<file path="src/rtl/mmio_arbiter.sv">
// mmio_arbiter
// Shares the single MMIO slave bus between two bus masters. Each master
// performs one read or write per req/ack handshake. The arbiter latches the
// winning request, issues a one-cycle MMIO strobe, waits RD_LAT cycles for
// read data, then returns a one-cycle ack with the captured data.
//
// Build option: define MMIO_ARB_FIXED_PRIO_EN to make master 0 win every
// simultaneous request (fixed priority). Left undefined, simultaneous
// requests alternate round-robin on a one-bit last-grant pointer.
module mmio_arbiter #(
    parameter int ADDR_W = 21,
    parameter int DATA_W = 32,
    parameter int RD_LAT = 1
) (
    input  logic              clk,
    input  logic              reset_n,

    input  logic              m0_req,
    input  logic              m0_write,
    input  logic [ADDR_W-1:0] m0_addr,
    input  logic [DATA_W-1:0] m0_wdata,
    output logic              m0_ack,
    output logic [DATA_W-1:0] m0_rdata,

    input  logic              m1_req,
    input  logic              m1_write,
    input  logic [ADDR_W-1:0] m1_addr,
    input  logic [DATA_W-1:0] m1_wdata,
    output logic              m1_ack,
    output logic [DATA_W-1:0] m1_rdata,

    output logic              mmio_cs,
    output logic              mmio_write,
    output logic              mmio_read,
    output logic [ADDR_W-1:0] mmio_addr,
    output logic [DATA_W-1:0] mmio_write_data,
    input  logic [DATA_W-1:0] mmio_read_data,

    output logic              busy,
    output logic              grant_id
);

    // Read-latency counter: loaded with RD_LAT-1 on entry to WAIT and counted
    // down to zero, so WAIT lasts exactly RD_LAT cycles.
    localparam int         CNT_W    = 2;
    localparam int         LAT_LAST = (RD_LAT > 0) ? (RD_LAT - 1) : 0;
    localparam logic       ZERO_LAT = (RD_LAT == 0);

    typedef enum logic [1:0] {
        ST_IDLE  = 2'd0,
        ST_ISSUE = 2'd1,
        ST_WAIT  = 2'd2,
        ST_DONE  = 2'd3
    } state_t;

    state_t             state_q;
    logic               last_q;
    logic               grant_q;
    logic               write_q;
    logic [CNT_W-1:0]   cnt_q;

    logic               m0_ack_q;
    logic               m1_ack_q;
    logic [DATA_W-1:0]  m0_rdata_q;
    logic [DATA_W-1:0]  m1_rdata_q;
    logic               mmio_cs_q;
    logic               mmio_write_q;
    logic               mmio_read_q;
    logic [ADDR_W-1:0]  mmio_addr_q;
    logic [DATA_W-1:0]  mmio_wdata_q;
    logic               busy_q;

    // Winner selection and the request fields it would latch in IDLE.
    logic               grant_d;
    logic               write_d;
    logic [ADDR_W-1:0]  addr_d;
    logic [DATA_W-1:0]  wdata_d;

    // Pick the winner among current requesters and mux its request fields.
    always_comb begin
        grant_d = 1'b0;
        if (m0_req && m1_req) begin
`ifdef MMIO_ARB_FIXED_PRIO_EN
            grant_d = 1'b0;
`else
            grant_d = ~last_q;
`endif
        end else if (m1_req) begin
            grant_d = 1'b1;
        end
        write_d = grant_d ? m1_write : m0_write;
        addr_d  = grant_d ? m1_addr  : m0_addr;
        wdata_d = grant_d ? m1_wdata : m0_wdata;
    end

    // Arbiter FSM; every output is a register set on entry to the state that
    // drives it, and returns to 0 by default on the following edge.
    always_ff @(posedge clk) begin
        if (!reset_n) begin
            state_q      <= ST_IDLE;
            last_q       <= 1'b1;
            grant_q      <= 1'b0;
            write_q      <= 1'b0;
            cnt_q        <= '0;
            m0_ack_q     <= 1'b0;
            m1_ack_q     <= 1'b0;
            m0_rdata_q   <= '0;
            m1_rdata_q   <= '0;
            mmio_cs_q    <= 1'b0;
            mmio_write_q <= 1'b0;
            mmio_read_q  <= 1'b0;
            mmio_addr_q  <= '0;
            mmio_wdata_q <= '0;
            busy_q       <= 1'b0;
        end else begin
            // Strobes, acks and returned data are single-cycle pulses.
            m0_ack_q     <= 1'b0;
            m1_ack_q     <= 1'b0;
            m0_rdata_q   <= '0;
            m1_rdata_q   <= '0;
            mmio_cs_q    <= 1'b0;
            mmio_write_q <= 1'b0;
            mmio_read_q  <= 1'b0;
            mmio_addr_q  <= '0;
            mmio_wdata_q <= '0;
            busy_q       <= 1'b0;

            case (state_q)
                ST_IDLE: begin
                    if (m0_req || m1_req) begin
                        state_q      <= ST_ISSUE;
                        grant_q      <= grant_d;
                        last_q       <= grant_d;
                        write_q      <= write_d;
                        mmio_cs_q    <= 1'b1;
                        mmio_write_q <= write_d;
                        mmio_read_q  <= ~write_d;
                        mmio_addr_q  <= addr_d;
                        mmio_wdata_q <= wdata_d;
                        busy_q       <= 1'b1;
                    end
                end

                ST_ISSUE: begin
                    busy_q <= 1'b1;
                    if (write_q) begin
                        state_q  <= ST_DONE;
                        m0_ack_q <= ~grant_q;
                        m1_ack_q <= grant_q;
                    end else if (ZERO_LAT) begin
                        // Combinational slave: data is valid during the strobe.
                        state_q  <= ST_DONE;
                        m0_ack_q <= ~grant_q;
                        m1_ack_q <= grant_q;
                        if (grant_q) begin
                            m1_rdata_q <= mmio_read_data;
                        end else begin
                            m0_rdata_q <= mmio_read_data;
                        end
                    end else begin
                        state_q <= ST_WAIT;
                        cnt_q   <= CNT_W'(LAT_LAST);
                    end
                end

                ST_WAIT: begin
                    busy_q <= 1'b1;
                    if (cnt_q == '0) begin
                        state_q  <= ST_DONE;
                        m0_ack_q <= ~grant_q;
                        m1_ack_q <= grant_q;
                        if (grant_q) begin
                            m1_rdata_q <= mmio_read_data;
                        end else begin
                            m0_rdata_q <= mmio_read_data;
                        end
                    end else begin
                        cnt_q <= cnt_q - 1'b1;
                    end
                end

                ST_DONE: begin
                    // Always pass through IDLE so a held req is a new transaction.
                    state_q <= ST_IDLE;
                end

                default: begin
                    state_q <= ST_IDLE;
                end
            endcase
        end
    end

    assign m0_ack          = m0_ack_q;
    assign m1_ack          = m1_ack_q;
    assign m0_rdata        = m0_rdata_q;
    assign m1_rdata        = m1_rdata_q;
    assign mmio_cs         = mmio_cs_q;
    assign mmio_write      = mmio_write_q;
    assign mmio_read       = mmio_read_q;
    assign mmio_addr       = mmio_addr_q;
    assign mmio_write_data = mmio_wdata_q;
    assign busy            = busy_q;
    assign grant_id        = grant_q;

endmodule

</file>
<file path="config.mk">
export PLATFORM = sky130hd
export DESIGN_NAME = mmio_arbiter
export DESIGN_NICKNAME = d
export VERILOG_FILES = /design/src/rtl/mmio_arbiter.sv
export SDC_FILE = /design/constraint.sdc
export NUM_CORES = 1
export LEC_CHECK = 0
export ABC_CLOCK_PERIOD_IN_PS = 1300
export CORE_ASPECT_RATIO = 1.2
export CORE_MARGIN = 4
export CORE_UTILIZATION = 30
export CTS_BUF_LIST = sky130_fd_sc_hd__clkbuf_4 sky130_fd_sc_hd__clkbuf_8 sky130_fd_sc_hd__clkbuf_16
export CTS_CLUSTER_SIZE = 40
export DETAILED_ROUTE_END_ITERATION = 6
export PLACE_DENSITY = 0.71
export SYNTH_ARGS = -nofsm -noshare
export SYNTH_HDL_FRONTEND = slang
export SYNTH_SLANG_ARGS = --single-unit
</file>
<file path="constraint.sdc">
create_clock -name clk -period 1.3 [get_ports clk]
set_input_delay 0.195 -clock clk [delete_from_list [all_inputs] [get_ports clk]]
set_output_delay 0.195 -clock clk [all_outputs]
set_load 0.02 [all_outputs]
</file>
# Word-level counts from Yosys, hierarchy flattened
# Cells that the tools add are included.
# classes
add_sub_neg,1
mux,20
n_eq_ne,7
bitwise_logic,6
n_reduce_logical,13
# ops
operator,count
2-to-1 mux 32 bit,1
2-to-1 mux 21 bit,1
2-to-1 mux 1 bit,9
2-to-1 mux 2 bit,4
!= test 2 bit (second input constant),4
one-hot mux 2 bit (4 select lines),1
NOT 1 bit,6
one-hot mux 1 bit (2 select lines),3
AND reduction 2 bit,3
AND reduction 3 bit,2
equality test 2 bit (second input constant),2
zero test 2 bit,2
one-hot mux 2 bit (2 select lines),1
AND reduction 4 bit,1
OR reduction 4 bit,1
equality test 2 x 1 -> 1 bit (second input constant),1
nonzero test 2 bit,1
OR reduction 2 bit,1
subtractor 2 x 1 -> 2 bit (second input constant),1
logical AND 1 bit,1
logical OR 1 bit,1
# totals
word_cells,62
input_bits,144
out_inout_bits,124
regBits,130

# Logic depth before layout (Yosys ltp)
# Gate-level depths: netlist (run 1).
# logic_depth
ltp_word,4
depth_mapped,7
ltp_nobuf,5

# Worst setup path before layout (run 1)
# Ideal clock, no wire load.
# synth_path
path_kind,register to register
start,reg state_q[0]
end,reg mmio_addr_q[0] (netlist: mmio_addr[0])
stages_incl_launch_ff,8
t_arrival_ns,1.248
setup_time_ns,0.119
t_required_ns,1.181
synth_period_minus_slack_ns,1.367
path_buffers,2
path_slack_ns,-0.067
cell_sequence,dfxtp_1 > inv_1 > ha_1 > o21a_2 > nand2_1 > buf_6 > buf_2 > a21oi_1
# synth_between
elab_chain_len,2
# synth_rtl
item,line_no,source
start: declaration,56,state_t state_q;
start signal: assignment,100,state_q <= ST_IDLE;
start signal: assignment,131,state_q <= ST_ISSUE;
start signal: assignment,147,state_q <= ST_DONE;
zero test 2 bit,128,case (state_q)
AND reduction 3 bit (no line),-,
end signal: assignment,138,mmio_addr_q <= addr_d;
end: declaration,69,logic [ADDR_W-1:0] mmio_addr_q;
# No other way between the ends.
# A chain may end at the register's enable or synchronous reset.

# Worst setup path in the final report (run 1)
# layout_path
start,reg cnt_q[1]
end,reg m0_rdata_q[0] (netlist: m0_rdata[0])
# layout_between
elab_chain_len,3
# layout_rtl
item,line_no,source
start: declaration,60,logic [CNT_W-1:0] cnt_q;
start signal: assignment,162,cnt_q <= CNT_W'(LAT_LAST);
start signal: assignment,178,cnt_q <= cnt_q - 1'b1;
zero test 2 bit,168,if (cnt_q == '0) begin
NOT 1 bit (no line),-,
OR reduction 4 bit (no line),-,
end signal: assignment,158,m0_rdata_q <= mmio_read_data;
end signal: assignment,175,m0_rdata_q <= mmio_read_data;
end: declaration,64,logic [DATA_W-1:0] m0_rdata_q;
# No other way between the ends.

==> results.cfg, run 1 <==
[status]
status = finished, violations left
violations = setup timing

[synthesis]
yosys-top-cells-count = 130 x dfxtp_1, 114 x nand2_1, 64 x and2_1
ys_ff_latch = 130
synth_most_common_cell = dfxtp_1
synth_area_leaders = dfxtp_1 62%, nand2_1 10%, and2_1 9.6%
synth_area_leader_cell = dfxtp_1
synth_top_area_share_pct = 62.41
synth_edf_count = 0
synthesis.area_um2 = 4170
syn_avg_cell_area_um2 = 9.676
netlist_instances = 431
synth_cell_type_count = 28
postSynth.asyncResetShare_pct = 0
yosys_warnings = 0
synth_nets = 582
synth_top_flop_cell = dfxtp_1
seq_area_frac_synth_pct = 62.41

[timing]
period_needed_ns = 1.322
setup-violations-final = 16
grt_setup_unrepaired = yes
fmax_ghz = 0.7565
max_slew_margin_pct = 82.52
clock_skew_ns = 0.009743
tns_ns = -0.2579
drv_slew = 0
tightest_slew_ns = 0.2571
setup_slack_ns = -0.02188
fin_crit_sh_pct = 101.7
hold_viol = 0

[min_path]
hold_path_class = input port to flop
min_path_cells = 3

[drt]
drc = 0
ant_nets = 0
dr.pass1.iters = 5
wl_mm = 15.07
vias = 4032
initialDrtViolationCount = 147
routed_via_density = 4.455
wl_per_cell_um = 16.65

[setup_path]
r2r_cells = 7
crit_required_ns = 1.65
r2r_slack_ns = -0.02
arrival_ns = 1.67
cp_max_fo = 16
start_kind = flop
crit_type = flop to flop
endpoint_kind = flop

[layout]
drive_gt1_share_pct = 12.75
fill_cells = 1191
final_nets = 875
area_growth_pct = 91.45
regArea_um2 = 2610
post-route-util_pct = 59.54
num_antenna_cells = 0
fin_cells = 905
multi_input_area_um2 = 1534

[pwr]
clkPwrFrac_pct = 38.4
internal_power_w = 0.009456
ir_drop_mv = 1.046
power_frac_seq_pct = 34.9
swShare_pct = 28.72
p_leak_nw = 3.661
power_w = 0.01327
p_per_area_nw_per_um2 = 1662
switching_power_w = 0.003809
comb_power_share_pct = 26.7

[placed_design]
dp_hpwl_mm = 10.68
pre_cts_ws_ns = -0.3232
io_buffers = 267
dpl.cell_count = 862
place_congestion = 0.7922

[flow_run]
maxCapViolations = 0

[die]
die-height_um = 137.2
rows = 46
initial_utilization_pct = 31.10
fp.dieW_um = 115.6
dieArea_um2 = 15860
io_pins = 268
core_um2 = 13410

[global_route]
grt_max_degree = 52
grt.total_usage_pct = 18.15
grt_overflow = 0
grt_pass1_wl_mm = 21.38
grt_pass1_vias = 4160
antenna_found_initial = 0

[cts]
clkTransAtPathRegs_ns = 0.06
cts.sinks = 130
htree_levels = 4
worstSkewPairLatency_ns = 0.42
postCtsHoldBufs = 0
numCtsBuffers = 17
cts_tree = built
clk_path_buf_depth = 2
cts_root_buffer = clkbuf_16
sequential cells by signal, indices dropped and copies added (netlist names):
| name | count |
|---|---|
| state_q | 2 |
| grant_id | 1 |
| busy | 1 |
| mmio_addr | 21 |
| m1_rdata | 32 |
| write_q | 1 |
| last_q | 1 |
| m0_rdata | 32 |
| mmio_cs | 1 |
| m0_ack | 1 |
| mmio_write | 1 |
| mmio_write_data | 32 |
| m1_ack | 1 |
| cnt_q | 2 |
| mmio_read | 1 |
layout make-up:
cell class | instances | share of cell area, %
Timing Repair Buffer | 298 | 37.05
Sequential cell | 130 | 32.69
Multi-Input combinational cell | 270 | 19.21
Clock buffer | 18 | 5.501
Tap cell | 168 | 2.633
Clock inverter | 14 | 2.523
Inverter | 7 | 0.3918
worst max-delay path, cell delays in order (launching register included):
cell and delay, ns:
dfxtp_2 0.33, inv_2 0.06, ha_4 0.17, nand2_4 0.08
nor3_4 0.23, buf_6 0.14, buf_16 0.13, and2_1 0.12
routing by layer:
metal	vias up	global-route usage [%]	share of wire, %
met5	-	0	0
li1	1968	-	-
met4	0	9.413	3.3
met1	1850	17.20	34
met2	177	33.69	54
met3	37	6.723	8.9
through the flow:
stage | hold slack (ns) | area [µm²]
final | 0.3231 | 7984
after CTS | 0.3023 | 7895
after global placement | 0.4492 | 7141
after floorplan | 0.3167 | 4188
after detailed placement | 0.4639 | 7141
after global routing | 0.3120 | 7984
final timing paths:
| kind | from | to |
|---|---|---|
| worst max register to register | cnt_q[1] | m0_rdata[0] |
| worst min-delay path | m1_addr[12] | mmio_addr[12] |
| worst min register to register | cnt_q[1] | cnt_q[1] |
| worst max-delay path | cnt_q[1] | m0_rdata[0] |
kinds of logic (layout without fill, tap and decap cells):
family	count (synthesis)	count (layout)	synth area share [%]
AOI/OAI and AO/OA	67	67	9.001
muxes	2	2	0.4801
DFF	130	130	62.41
adders and majority gates	7	7	2.100
buffers and inverters	31	337	3.811
and+or+nand+nor	194	194	22.20
placed cells by master (no fill, tap or decap), drive strengths merged, types with 3 or more instances in the layout:
cell / netlist / final
ha: 7 / 7
a21oi: 56 / 56
clkinv: 0 / 4
dlygate4sd2: 0 / 84
clkbuf: 0 / 21
buf: 24 / 31
bufinv: 0 / 4
clkdlybuf4s50: 0 / 143
clkdlybuf4s15: 0 / 37
and2: 64 / 64
nor2: 3 / 3
nor3: 5 / 5
dfxtp: 130 / 130
nand2: 114 / 114
inv: 7 / 11
power groups by stage:
stage | clock network, W | logic (W) | registers (W)
2_1_floorplan | 0 | 0.00102 | 0.00522
3_3_place_gp | 0 | 0.00321 | 0.00468
3_5_place_dp | 0 | 0.00327 | 0.00470
4_1_cts | 0.00520 | 0.00346 | 0.00463
5_1_grt | 0.00536 | 0.00379 | 0.00467
6_report | 0.00509 | 0.00355 | 0.00463
timing repair:
action                     4_1_cts  5_1_grt
gates cloned                     5        1
buffers inserted                 4        2
resized for setup              162       47
setup endpoints to repair      232       92
pin swaps                        3        2
(Power assumes the default switching activity.)
==> run 2, diff against run 1 <==
CORE_UTILIZATION = 33   (was 30)
PLACE_DENSITY = 0.77   (was 0.71)
RECOVER_POWER = 50   (was default)
SLEW_MARGIN = 20   (was default)
==> results.cfg, run 2 (synthesized netlist as in run 1, its figures left out) <==
[status]
status = finished, violations left
violations = setup timing

[timing]
setup-violations-final = 27
grt_setup_unrepaired = yes
tightest_slew_ns = 0.3127
setup_slack_ns = -0.02894
clock_skew_ns = 0.009418
max_slew_margin_pct = 79.24
hold_viol = 0
fmax_ghz = 0.7525
fin_hold_ws_ns = 0.3326
period_needed_ns = 1.329
tns_ns = -0.2553
drv_slew = 0
fin_crit_sh_pct = 102.2

[layout]
final_common_cell = clkdlybuf4s50_1
num_antenna_cells = 0
area_growth_pct = 94.12
final_nets = 882
final_cell_mix = 143 x clkdlybuf4s50_1, 126 x dfxtp_1, 111 x nand2_1
final_cell_area_um2 = 8095
drive_gt1_share_pct = 15.73

[setup_path]
crit_type = flop to flop
worstReg2RegEnd = state_q[0]
endpoint_kind = flop
r2r_slack_ns = -0.03
start_kind = flop
arrival_ns = 1.62
crit_required_ns = 1.59
reg2reg_from = state_q[1]
cp_max_fo = 4
r2r_cells = 5

[die]
rows = 44
core_um2 = 12220
die-height_um = 131.1
dieArea_um2 = 14510
initial_utilization_pct = 34.12
io_pins = 268
fp.dieW_um = 110.6

[cts]
clk_path_buf_depth = 2
worstSkewPairLatency_ns = 0.41
cts.sinks = 130
htree_levels = 4
numCtsBuffers = 17
postCtsHoldBufs = 0
clkTransAtPathRegs_ns = 0.06
cts_tree = built
cts_root_buffer = clkbuf_16

[placed_design]
dp_hpwl_mm = 10.34
place_congestion = 0.8635
io_buffers = 267
place_area_um2 = 7142

[drt]
vias = 4041
wl_mm = 16.22
wl_per_cell_um = 17.92
routed_via_density = 4.465
ant_nets = 0
drc = 0
dr.pass1.iters = 5
initialDrtViolationCount = 190

[min_path]
whs_endpoint = mmio_write_data[28]
hp-start = m1_wdata[28]
hold_path_class = input port to flop
min_path_cells = 3

[pwr]
p_per_area_nw_per_um2 = 1647
p_leak_nw = 3.785
power_w = 0.01333
ir_drop_mv = 0.9242

[global_route]
grt_max_degree = 57
antenna_found_initial = 0
grt.total_usage_pct = 19.13
grt_overflow = 0
grt_pass1_wl_mm = 22.05
grt_pass1_vias = 4165

[flow_run]
maxCapViolations = 0
==> run 2: how the worst max path moves through the flow <==
stage / depth (start not counted) / startpoint / to / slack (ns)
global route: 7 / state_q[0] / m0_rdata[21] / -0.08
global placement: 6 / m0_req / mmio_write_data[27] / -0.25
detailed placement: 6 / m0_req / mmio_addr[5] / -0.31
CTS: 8 / state_q[0] / m1_rdata[30] / -0.10
finish: 5 / state_q[1] / state_q[0] / -0.03
floorplan: 7 / state_q[1] / mmio_addr[0] / 0.003
==> run 2: timing repair <==
| action | in CTS | in global routing |
|---|---|---|
| pin swaps | 5 | 11 |
| cloned | 2 | 8 |
| endpoints found under the setup margin | 227 | 134 |
| setup buffers | 6 | 2 |
| resized for setup | 160 | 46 |
==> run 2: metal layers <==
metal  vias up  part of all wire [%]  GRT usage (%)
met5         -                     0              0
met4         0                   2.9          7.666
met3        30                   5.4          5.244
met2       156                    56          36.84
met1      1876                    36          19.19
li1       1979                     -              -
==> run 2: through the flow <==
| stage | util (%) | worst slack, ns | cells |
|---|---|---|---|
| 2_1_floorplan | - | 0.002630 | 431 |
| 3_3_place_gp | 58.44 | -0.2450 | 856 |
| 3_5_place_dp | 58.44 | -0.3087 | 856 |
| 4_1_cts | 64.18 | -0.1044 | 896 |
| 5_1_grt | 66.24 | -0.08178 | 905 |
| 6_report | 66.24 | -0.02894 | 905 |
==> run 2: cell type report <==
cell class / instances / area (µm²)
Fill cell: 1006 / 4126
Timing Repair Buffer: 305 / 3038
Sequential cell: 130 / 2610
Multi-Input combinational cell: 270 / 1595
Clock buffer: 17 / 425.4
Tap cell: 161 / 201.4
Clock inverter: 15 / 196.4
Inverter: 7 / 28.78
==> run 2: report_power, final <==
| part | internal, W | switching, W |
|---|---|---|
| Clock | 0.00308 | 0.00190 |
| Sequential | 0.00446 | 0.000182 |
| Combinational | 0.00179 | 0.00192 |
==> run 2: worst max-delay path: stages (launching register included) <==
cell	delay [ns]
dfxtp_4	0.37
inv_2	0.06
ha_4	0.17
nor3b_2	0.17
buf_4	0.13
o311a_1	0.31
